--- src/rtl/mem_port_arbiter_pkg.sv ---
// Shared state encodings, grant identifiers and bus constants for mem_port_arbiter.
package mem_port_arbiter_pkg;

    typedef enum logic [1:0] {
        ARB_IDLE     = 2'd0,
        ARB_BUSY_IF  = 2'd1,
        ARB_BUSY_MEM = 2'd2,
        ARB_RESP     = 2'd3
    } arb_state_e;

    typedef enum logic {
        GRANT_IF  = 1'b0,
        GRANT_MEM = 1'b1
    } grant_e;

    localparam logic [31:0] ZERO_WORD     = 32'h0000_0000;
    localparam logic        WRITE_ENABLE  = 1'b1;
    localparam logic        WRITE_DISABLE = 1'b0;
    localparam logic [3:0]  SEL_ALL_BYTES = 4'b1111;

endpackage

--- src/rtl/mem_arb_pick.sv ---
// Combinational grant selection between IF and MEM requesters.
// MEM_ARB_ROUND_ROBIN_EN selects alternating grants on contention; default is MEM-over-IF.
module mem_arb_pick
    import mem_port_arbiter_pkg::*;
(
    input  logic   if_req,
    input  logic   mem_req,
    input  grant_e last_grant,
    output logic   grant_if,
    output logic   grant_mem
);

`ifdef MEM_ARB_ROUND_ROBIN_EN
    always_comb begin
        grant_if  = if_req;
        grant_mem = mem_req;
        if (if_req && mem_req) begin
            // Contention: hand the bus to whoever did not have it last.
            grant_mem = (last_grant == GRANT_IF);
            grant_if  = (last_grant == GRANT_MEM);
        end
    end
`else
    logic unused_last_grant;
    assign unused_last_grant = last_grant;

    // MEM holds the older instruction, so it always wins.
    assign grant_mem = mem_req;
    assign grant_if  = if_req & ~mem_req;
`endif

endmodule

--- src/rtl/mem_port_arbiter.sv ---
// Single-bus arbiter between instruction fetch and load/store; one transaction at a time.
// Build option: MEM_ARB_ROUND_ROBIN_EN (alternate grants under contention, see mem_arb_pick).
module mem_port_arbiter
    import mem_port_arbiter_pkg::*;
#(
    parameter int ADDR_W = 32,
    parameter int DATA_W = 32
) (
    input  logic              clk,
    input  logic              rst,
    input  logic              if_req_i,
    input  logic [ADDR_W-1:0] if_addr_i,
    output logic [DATA_W-1:0] if_rdata_o,
    output logic              if_done_o,
    output logic              if_stall_o,
    input  logic              mem_req_i,
    input  logic              mem_we_i,
    input  logic [ADDR_W-1:0] mem_addr_i,
    input  logic [DATA_W-1:0] mem_wdata_i,
    input  logic [3:0]        mem_sel_i,
    output logic [DATA_W-1:0] mem_rdata_o,
    output logic              mem_done_o,
    output logic              mem_stall_o,
    output logic              bus_req_o,
    output logic              bus_we_o,
    output logic [ADDR_W-1:0] bus_addr_o,
    output logic [DATA_W-1:0] bus_wdata_o,
    output logic [3:0]        bus_sel_o,
    input  logic [DATA_W-1:0] bus_rdata_i,
    input  logic              bus_ack_i
);

    arb_state_e        state_q, state_d;
    grant_e            owner_q, owner_d;
    logic              bus_we_q, bus_we_d;
    logic [ADDR_W-1:0] bus_addr_q, bus_addr_d;
    logic [DATA_W-1:0] bus_wdata_q, bus_wdata_d;
    logic [3:0]        bus_sel_q, bus_sel_d;
    logic [DATA_W-1:0] if_rdata_q, if_rdata_d;
    logic [DATA_W-1:0] mem_rdata_q, mem_rdata_d;
    logic [DATA_W-1:0] ack_word;
    logic              grant_if, grant_mem;

    // owner_q doubles as the last-grant memory; the picker ignores it in fixed-priority builds.
    mem_arb_pick u_pick (
        .if_req     (if_req_i),
        .mem_req    (mem_req_i),
        .last_grant (owner_q),
        .grant_if   (grant_if),
        .grant_mem  (grant_mem)
    );

    always_comb begin
        state_d     = state_q;
        owner_d     = owner_q;
        bus_we_d    = bus_we_q;
        bus_addr_d  = bus_addr_q;
        bus_wdata_d = bus_wdata_q;
        bus_sel_d   = bus_sel_q;
        if_rdata_d  = if_rdata_q;
        mem_rdata_d = mem_rdata_q;
        ack_word    = bus_we_q ? '0 : bus_rdata_i;

        case (state_q)
            ARB_IDLE: begin
                if (grant_mem) begin
                    state_d     = ARB_BUSY_MEM;
                    owner_d     = GRANT_MEM;
                    bus_we_d    = mem_we_i;
                    bus_addr_d  = mem_addr_i;
                    bus_wdata_d = mem_wdata_i;
                    bus_sel_d   = mem_sel_i;
                end else if (grant_if) begin
                    state_d     = ARB_BUSY_IF;
                    owner_d     = GRANT_IF;
                    bus_we_d    = WRITE_DISABLE;
                    bus_addr_d  = if_addr_i;
                    bus_wdata_d = '0;
                    bus_sel_d   = SEL_ALL_BYTES;
                end
            end
            ARB_BUSY_IF: begin
                if (bus_ack_i) begin
                    if_rdata_d = ack_word;
                    state_d    = ARB_RESP;
                end
            end
            ARB_BUSY_MEM: begin
                if (bus_ack_i) begin
                    mem_rdata_d = ack_word;
                    state_d     = ARB_RESP;
                end
            end
            default: state_d = ARB_IDLE;
        endcase
    end

    always_ff @(posedge clk or posedge rst) begin
        if (rst) begin
            state_q     <= ARB_IDLE;
            owner_q     <= GRANT_IF;
            bus_we_q    <= 1'b0;
            bus_addr_q  <= '0;
            bus_wdata_q <= '0;
            bus_sel_q   <= '0;
            if_rdata_q  <= '0;
            mem_rdata_q <= '0;
        end else begin
            state_q     <= state_d;
            owner_q     <= owner_d;
            bus_we_q    <= bus_we_d;
            bus_addr_q  <= bus_addr_d;
            bus_wdata_q <= bus_wdata_d;
            bus_sel_q   <= bus_sel_d;
            if_rdata_q  <= if_rdata_d;
            mem_rdata_q <= mem_rdata_d;
        end
    end

    // Request and done derive from state so an async reset clears them immediately.
    assign bus_req_o   = (state_q == ARB_BUSY_IF) || (state_q == ARB_BUSY_MEM);
    assign bus_we_o    = bus_we_q;
    assign bus_addr_o  = bus_addr_q;
    assign bus_wdata_o = bus_wdata_q;
    assign bus_sel_o   = bus_sel_q;

    assign if_done_o   = (state_q == ARB_RESP) && (owner_q == GRANT_IF);
    assign mem_done_o  = (state_q == ARB_RESP) && (owner_q == GRANT_MEM);
    assign if_rdata_o  = if_rdata_q;
    assign mem_rdata_o = mem_rdata_q;
    assign if_stall_o  = if_req_i & ~if_done_o;
    assign mem_stall_o = mem_req_i & ~mem_done_o;

endmodule
--- config.mk ---
export PLATFORM = sky130hd
export DESIGN_NAME = mem_port_arbiter
export DESIGN_NICKNAME = d
export VERILOG_FILES = /design/src/rtl/mem_port_arbiter_pkg.sv /design/src/rtl/mem_arb_pick.sv /design/src/rtl/mem_port_arbiter.sv
export SDC_FILE = /design/constraint.sdc
export NUM_CORES = 1
export LEC_CHECK = 0
export BUFFER_PORTS_ARGS = -buffer_cell sky130_fd_sc_hd__buf_4
export CAP_MARGIN = 20
export CORE_MARGIN = 10
export CORE_UTILIZATION = 30
export CTS_CLUSTER_SIZE = 28
export DETAILED_ROUTE_END_ITERATION = 10
export GPL_TIMING_DRIVEN = 0
export PLACE_DENSITY_LB_ADDON = 0.08
export SETUP_SLACK_MARGIN = 0.1
export SLEW_MARGIN = 10
export SYNTH_ARGS = -nofsm -noshare
export SYNTH_HDL_FRONTEND = slang
export SYNTH_SLANG_ARGS = --single-unit
--- constraint.sdc ---
create_clock -name clk -period 10.54 [get_ports clk]
set_input_delay 0 -clock clk [delete_from_list [all_inputs] [get_ports clk]]
set_output_delay 0 -clock clk [all_outputs]
set_load 0.05 [all_outputs]
==> results.txt, run 1 <==
Status: finished, final reports clean
Sink Count: 136
Final period util: 0.161
Worst-path maximum fanout: 10
Worst Hold Class: primary input to register
Layout cells sized above 1: 0.345
Post_cts resized: 0
IO buf count: 275
Max stage delay on crit path: 0.50 ns
Synth unique cells: 21
Synth async-reset ratio: 1.00
Sequential area share after synthesis: 0.625
Int Pwr: 0.00171 W
Die Y: 155 µm
Startpoint Class: register
Worst Path Buf+Inv: 2
RSZ-0062 raised after global routing: false
Mean Syn Cell Area: 11.1 µm²
Final setup viols: 0
Worst Skew: 0.00920 ns
WL/cell: 17.8 µm
Die width: 155 µm
# IOs: 276
WL final: 20700 µm
Setup_tns: 0 ns
GP Congestion: 0.755
Hpwl dp: 15200 µm
Antenna Cells: 0
Critical-path cell list: inv_1, ha_1, o21ai_2, clkbuf_1, a22o_1
CTS clk-pin slew, worst paths: 0.06 ns
Cells after Synth: 489
Fin Hold WS: 0.0469 ns
Synth Register Bits: 136
Max cap viols: 0
Worst Tran Pin Value: 0.570 ns
Psw: 0.00175 W
Worst vdd ir: 277 µV
Area Growth Syn to Fin: 79.3%
Largest net degree at the start of global routing: 82
Global route overflow: 0
Switch share: 0.505
Vias: 5305
First-pass GRT wire length: 32800 µm
DRC: 0
Critical Path End Type: register
Combinational power share: 0.558
Tot Pwr: 0.00346 W
Initial DRC count: 210
Starting Density: 0.304
Largest delay contributor family on the critical path: buffers and inverters
Highest clock rate: 588 MHz
Max-slew headroom: 0.620
Final ANT Viol Nets: 0
CTS tree: yes
Layout Nets: 1060
Warnings from Yosys: 0
Fin. Hold Viols: 0
Reg power frac: 0.270
Clock share of power: 0.172
Die ar.: 0.0240 mm²
Total GRT Usage: 0.171
Initial antenna violation count: 0
First-pass DRT Iterations: 4
Clk buf depth: 2
Ys flop type: dfrtp_1
Num CTS Buffers: 17
Final Slew Violations: 0
Critical Path AT: 2.05 ns
P_leak: 4.89 nW
Vias per cell: 4.57
Vias in the first global route: 6000
Util after Layout: 0.546
Post-synth EDFFs: 0
Row Count: 49
Htree depth: 4
Clk root buf: clkbuf_16
Cell Pwr Density: 354 mW/mm²
Core area: 0.0179 mm²
CP required: 10.89 ns
Netlist Area Pre-Place: 0.00545 mm²
Setup bufs post-CTS: 0
WS Path Type: register to register
Syn nets: 631
Worst-Skew Late Latency: 0.41 ns
CP max stage cell: clkbuf_1
Min Tclk post-route: 1.70 ns
## layer usage
| layer | share of wire | GRT usage | vias to the layer above |
|---|---|---|---|
| met4 | 0.017 | 0.0589 | 0 |
| met3 | 0.086 | 0.0671 | 19 |
| met5 | 0 | 0 | - |
| met1 | 0.38 | 0.183 | 2575 |
| met2 | 0.51 | 0.299 | 182 |
| li1 | - | - | 2529 |
## metrics by stage
step / std cells / instance area [µm²] / worst slack [ns]
2_1_floorplan: 489 / 5450 / 6.90
3_3_place_gp: 993 / 7800 / 5.30
3_5_place_dp: 994 / 7830 / 8.81
4_1_cts: 1160 / 9770 / 8.80
5_1_grt: 1160 / 9770 / 8.64
6_report: 1160 / 9770 / 8.84
## cell usage after synthesis, types with 4 or more instances
cell type	instances	area [µm²]
a22o_1	33	289
buf_4	5	37.5
buf_6	4	45.0
clkbuf_1	22	82.6
dfrtp_1	136	3400
ha_1	4	50.1
mux2i_1	34	340
nand2_1	101	379
nand2b_1	32	200
nor2b_1	6	37.5
o21ai_0	92	460
o21ai_1	4	20.0
o22a_1	4	35.0
## area by class of cell
cell class                 count  area (µm²)
clock inverter                15         169
inverter                       3        16.3
clock buffer                  17         425
sequential                   136        3400
timing repair buffer         410        3430
tap                          229         287
fill                        1597        8130
multi-input combinational    317        1860
buffer                        33         178
## state kept, by name (all words and copies together), names as in the netlist
| register | count |
|---|---|
| bus_we_o | 1 |
| bus_addr_o | 32 |
| state_q | 2 |
| bus_wdata_o | 32 |
| mem_rdata_o | 32 |
| owner_q | 1 |
| if_rdata_o | 32 |
| bus_sel_o | 4 |
## kinds of logic (layout without fill, tap and decap cells)
kind of cell    Yosys count  count (layout)  synth area share
simple gates            142             142             0.116
compound gates          137             137             0.153
flops                   136             136             0.625
fa+ha+maj                 4               4           0.00919
buf+inv                  36             478            0.0347
mux                      34              34            0.0625
## tightest hold or removal path: cells and delay by family
family	cells	cell delay, ns
AOI/OAI and AO/OA	1	0.08
buffers and inverters	1	0.12
muxes	1	0.12
and+or+nand+nor	1	0.10
## power groups by stage
stage / combinational, W / clock (W) / sequential [W]
5_1_grt: 0.00205 / 0.000635 / 0.000967
3_5_place_dp: 0.00191 / 0 / 0.000936
3_3_place_gp: 0.00189 / 0 / 0.000931
2_1_floorplan: 0.000412 / 0 / 0.00176
4_1_cts: 0.00195 / 0.000610 / 0.000935
6_report: 0.00193 / 0.000594 / 0.000935
## path summary, 6_finish.rpt
check	startpoint	endpoint	slack [ns]	cells after the start
worst max-delay path	state_q[0]	bus_wdata_o[5]	8.84	5
worst min-delay path	bus_ack_i	state_q[1]	0.05	4
worst max register to register	state_q[0]	bus_wdata_o[5]	8.84	5
worst min register to register	bus_addr_o[4]	bus_addr_o[4]	0.48	2
max in group asynchronous	rst	mem_rdata_o[26]	9.57	4
min in group asynchronous	rst	bus_wdata_o[21]	0.19	3
## cell usage in the layout, fill, tap and decap left out, drive strengths merged, types with 5 or more instances in the layout
master,count
a22o,33
buf,286
clkbuf,40
clkinv,5
dfrtp,136
dlygate4sd3,134
inv,8
mux2i,34
nand2,101
nand2b,32
nor2b,6
o21ai,97
## repair_timing
item,in CTS,in global routing
hold buffers,134,0
endpoints found under the setup margin,0,0
hold endpoints to repair,188,0
(Power assumes the default switching activity.)
==> inputs of run 2 (changes only) <==
Settings changed: ABC_AREA set to 1.
Clock period 10.54 ns to 1.5 ns, I/O delays scaled along.
==> run 2 against run 1 <==
  * Synthesized cell count is 58% higher
  * Via count grew 18%
  * First-iteration DRC count is 27% higher
  * Critical path type is now register to primary output
  * Critical endpoint is now if_stall_o
  * Highest routed layer unchanged
==> results.txt, run 2 <==
Initial DRC count: 266 (+27%)
Synth unique cells: 14 (-33%)
Layout Nets: 1367 (+29%)
Hold Startpoint: mem_req_i
Max cap viols: 0 (unchanged)
Sink Count: 136 (unchanged)
CTS clk-pin slew, worst paths: 0.06 ns (about the same)
CTS tree: yes
Most common cell in the netlist: nand2_1
Row Count: 51 (+4.1%)
Fin. Hold Viols: 0 (unchanged)
Starting Density: 0.304 (-0.000357)
Post-synth top area cell: dfrtp_1
Commonest non-fill, non-tap cells in the layout: nand2_1 (440), buf_4 (281), dlygate4sd3_1 (136)
First-pass GRT wire length: 35300 µm (+7.6%)
GP Congestion: 0.771 (+2.2%)
Final period util: 0.949
Clk buf depth: 2 (unchanged)
Num CTS Buffers: 17 (unchanged)
Largest net degree at the start of global routing: 36 (-56%)
Syn nets: 914 (+45%)
Warnings from Yosys: 0 (unchanged)
Highest clock rate: 702 MHz
Post-Place Worst Slack: -0.146 ns (-8.96 ns)
Clk root buf: clkbuf_16
Reg2reg setup slack: 0.10 ns (-8.74 ns)
Final setup viols: 0 (unchanged)
First-pass DRT Iterations: 4 (unchanged)
WS Path Type: register to primary output
Worst-path maximum fanout: 4 (-6)
Critical-path cell list: ha_4, inv_2, nor2_4, nor2_2, buf_6
Hpwl dp: 15900 µm (+4.5%)
Synth Register Bits: 136 (unchanged)
Die ar.: 0.0257 mm² (+7.5%)
Synth top area share: 0.575 (-0.0494)
RSZ-0062 raised after global routing: true
Die Y: 160 µm (+3.7%)
P_leak: 6.15 nW (+26%)
Top cells by count, synth: nand2_1 (497), dfrtp_1 (136), nor2_1 (49)
Final Cell Area: 0.0110 mm² (+13%)
Htree depth: 4 (unchanged)
Commonest non-fill, non-tap cell in the layout: nand2_1
Initial antenna violation count: 2 (+2)
Layout cells sized above 1: 0.355 (+0.0101)
Critical Path AT: 1.42 ns (-0.63 ns)
Worst vdd ir: 1140 µV (+310%)
Global route overflow: 0 (unchanged)
Total of fill cells in the finished design: 1817 (+14%)
Die width: 160 µm (+3.7%)
Final Slew Violations: 0 (unchanged)
Max-slew headroom: 0.675 (+0.0553)
Vias in the first global route: 6610 (+10%)
Area Growth Syn to Fin: 86.4%
Core area: 0.0195 mm² (+8.7%)
CP max stage cell: dfrtp_2
CP required: 1.50 ns (-9.39 ns)
WL final: 22400 µm (+8.4%)
Synth async-reset ratio: 1.00 (unchanged)
Worst Skew: 0.0114 ns (+0.00221 ns)
Post-synth EDFFs: 0 (unchanged)
Reg-to-Reg Start: state_q[0]
WL/cell: 14.9 µm (-16%)
Total GRT Usage: 0.169 (-0.00161)
Placed Cells incl. Taps: 1315 (+32%)
Startpoint Class: register
Cell Pwr Density: 2250 mW/mm² (+540%)
Worst setup startpoint: state_q[1]
Worst Hold Class: primary input to register
Worst-Skew Late Latency: 0.42 ns (about the same)
Finished Layout Cells: 1504 (+30%)
IO buf count: 274 (-0.36%)
Critical Path End Type: primary output
Final ANT Viol Nets: 0 (unchanged)
# IOs: 276 (unchanged)
Cells after Synth: 772 (+58%)
Vias per cell: 4.17 (-8.9%)
Ys flop type: dfrtp_1
Netlist Area Pre-Place: 0.00592 mm² (+8.6%)
Vias: 6267 (+18%)
Tot Pwr: 0.0248 W (+620%)
DRC: 0 (unchanged)
Fin Hold WS: 0.115 ns (+0.0684 ns)
Placed cell area: 0.00841 mm² (+7.4%)
Worst Tran Pin Value: 0.487 ns (-0.0829 ns)
Max stage delay on crit path: 0.44 ns (-0.06 ns)
Status: finished, final reports clean
Sequential area share after synthesis: 0.575 (-0.0494)
Mean Syn Cell Area: 7.66 µm² (-31%)
Largest delay contributor family on the critical path: flip-flops
Worst Path Buf+Inv: 2 (unchanged)
Post-route setup slack: 0.0760 ns (-8.76 ns)
Min Tclk post-route: 1.42 ns
Top post-synthesis cells by area: dfrtp_1 (58%), nand2_1 (32%), nor2_1 (3.1%), inv_1 (2.7%), buf_2 (1.4%)
==> run 2: cell families (layout without fill, tap and decap cells) <==
logic type,Yosys count,after routing,share of synthesized area
buffers and inverters,81,546,0.0636
DFF,136,136,0.575
AOI/OAI and AO/OA,4,4,0.00529
and+or+nand+nor,547,547,0.347
other,0,2,0
adders and majority gates,4,4,0.00846
==> run 2: final timing paths <==
kind | cells past startpoint | end
max in group asynchronous | 5 | if_rdata_o[16]
worst min-delay path | 4 | owner_q
min in group asynchronous | 3 | bus_addr_o[20]
worst max-delay path | 5 | if_stall_o
worst max register to register | 7 | bus_addr_o[0]
worst min register to register | 2 | bus_wdata_o[11]
==> run 2: cell type report <==
type                            count  area [µm²]  share of cell area
Antenna cell                        2        5.00            0.000454
Timing Repair inverter              1        7.51            0.000681
Inverter                           45         184              0.0167
Timing Repair Buffer              433        3770               0.342
Tap cell                          265         332              0.0301
Multi-Input combinational cell    555        2380               0.215
Clock buffer                       19         453              0.0411
Clock inverter                     12         165              0.0150
Buffer                             36         325              0.0295
Sequential cell                   136        3400               0.309
==> run 2: layer usage <==
layer | GRT usage | part of all wire | vias up | wire length [µm]
met5 | 0 | 0 | - | 0
met4 | 0.0651 | 0.024 | 0 | 530
met3 | 0.0680 | 0.089 | 33 | 2010
met2 | 0.270 | 0.46 | 230 | 10400
met1 | 0.199 | 0.42 | 2815 | 9530
li1 | - | - | 3189 | -
==> run 2: through the flow <==
stage                util  setup TNS (ns)
global route        0.567               0
finish              0.567               0
global placement    0.428         -177.20
detailed placement  0.432           -4.66
floorplan               -          -26.27
CTS                 0.546               0
==> run 2: report_power, final <==
part | total (W) | internal, W | switching (W)
sequential | 0.00623 | 0.00527 | 0.000963
combinational | 0.0142 | 0.00472 | 0.00950
clock | 0.00441 | 0.00273 | 0.00168
total | 0.0248 | 0.0127 | 0.0121
==> run 2: worst min-delay path: stages <==
cell,delay (ns)
buf_4,0.17
nand2_8,0.11
buf_4,0.15
nand2_1,0.06
==> run 2: repair_timing <==
item | in CTS | in global routing
gates cloned | 4 | 5
hold endpoints to repair | 208 | 0
setup endpoints to repair | 123 | 133
hold buffers | 136 | 0
pin swaps | 5 | 22
buffers inserted | 8 | 3
gates resized for setup | 56 | 88
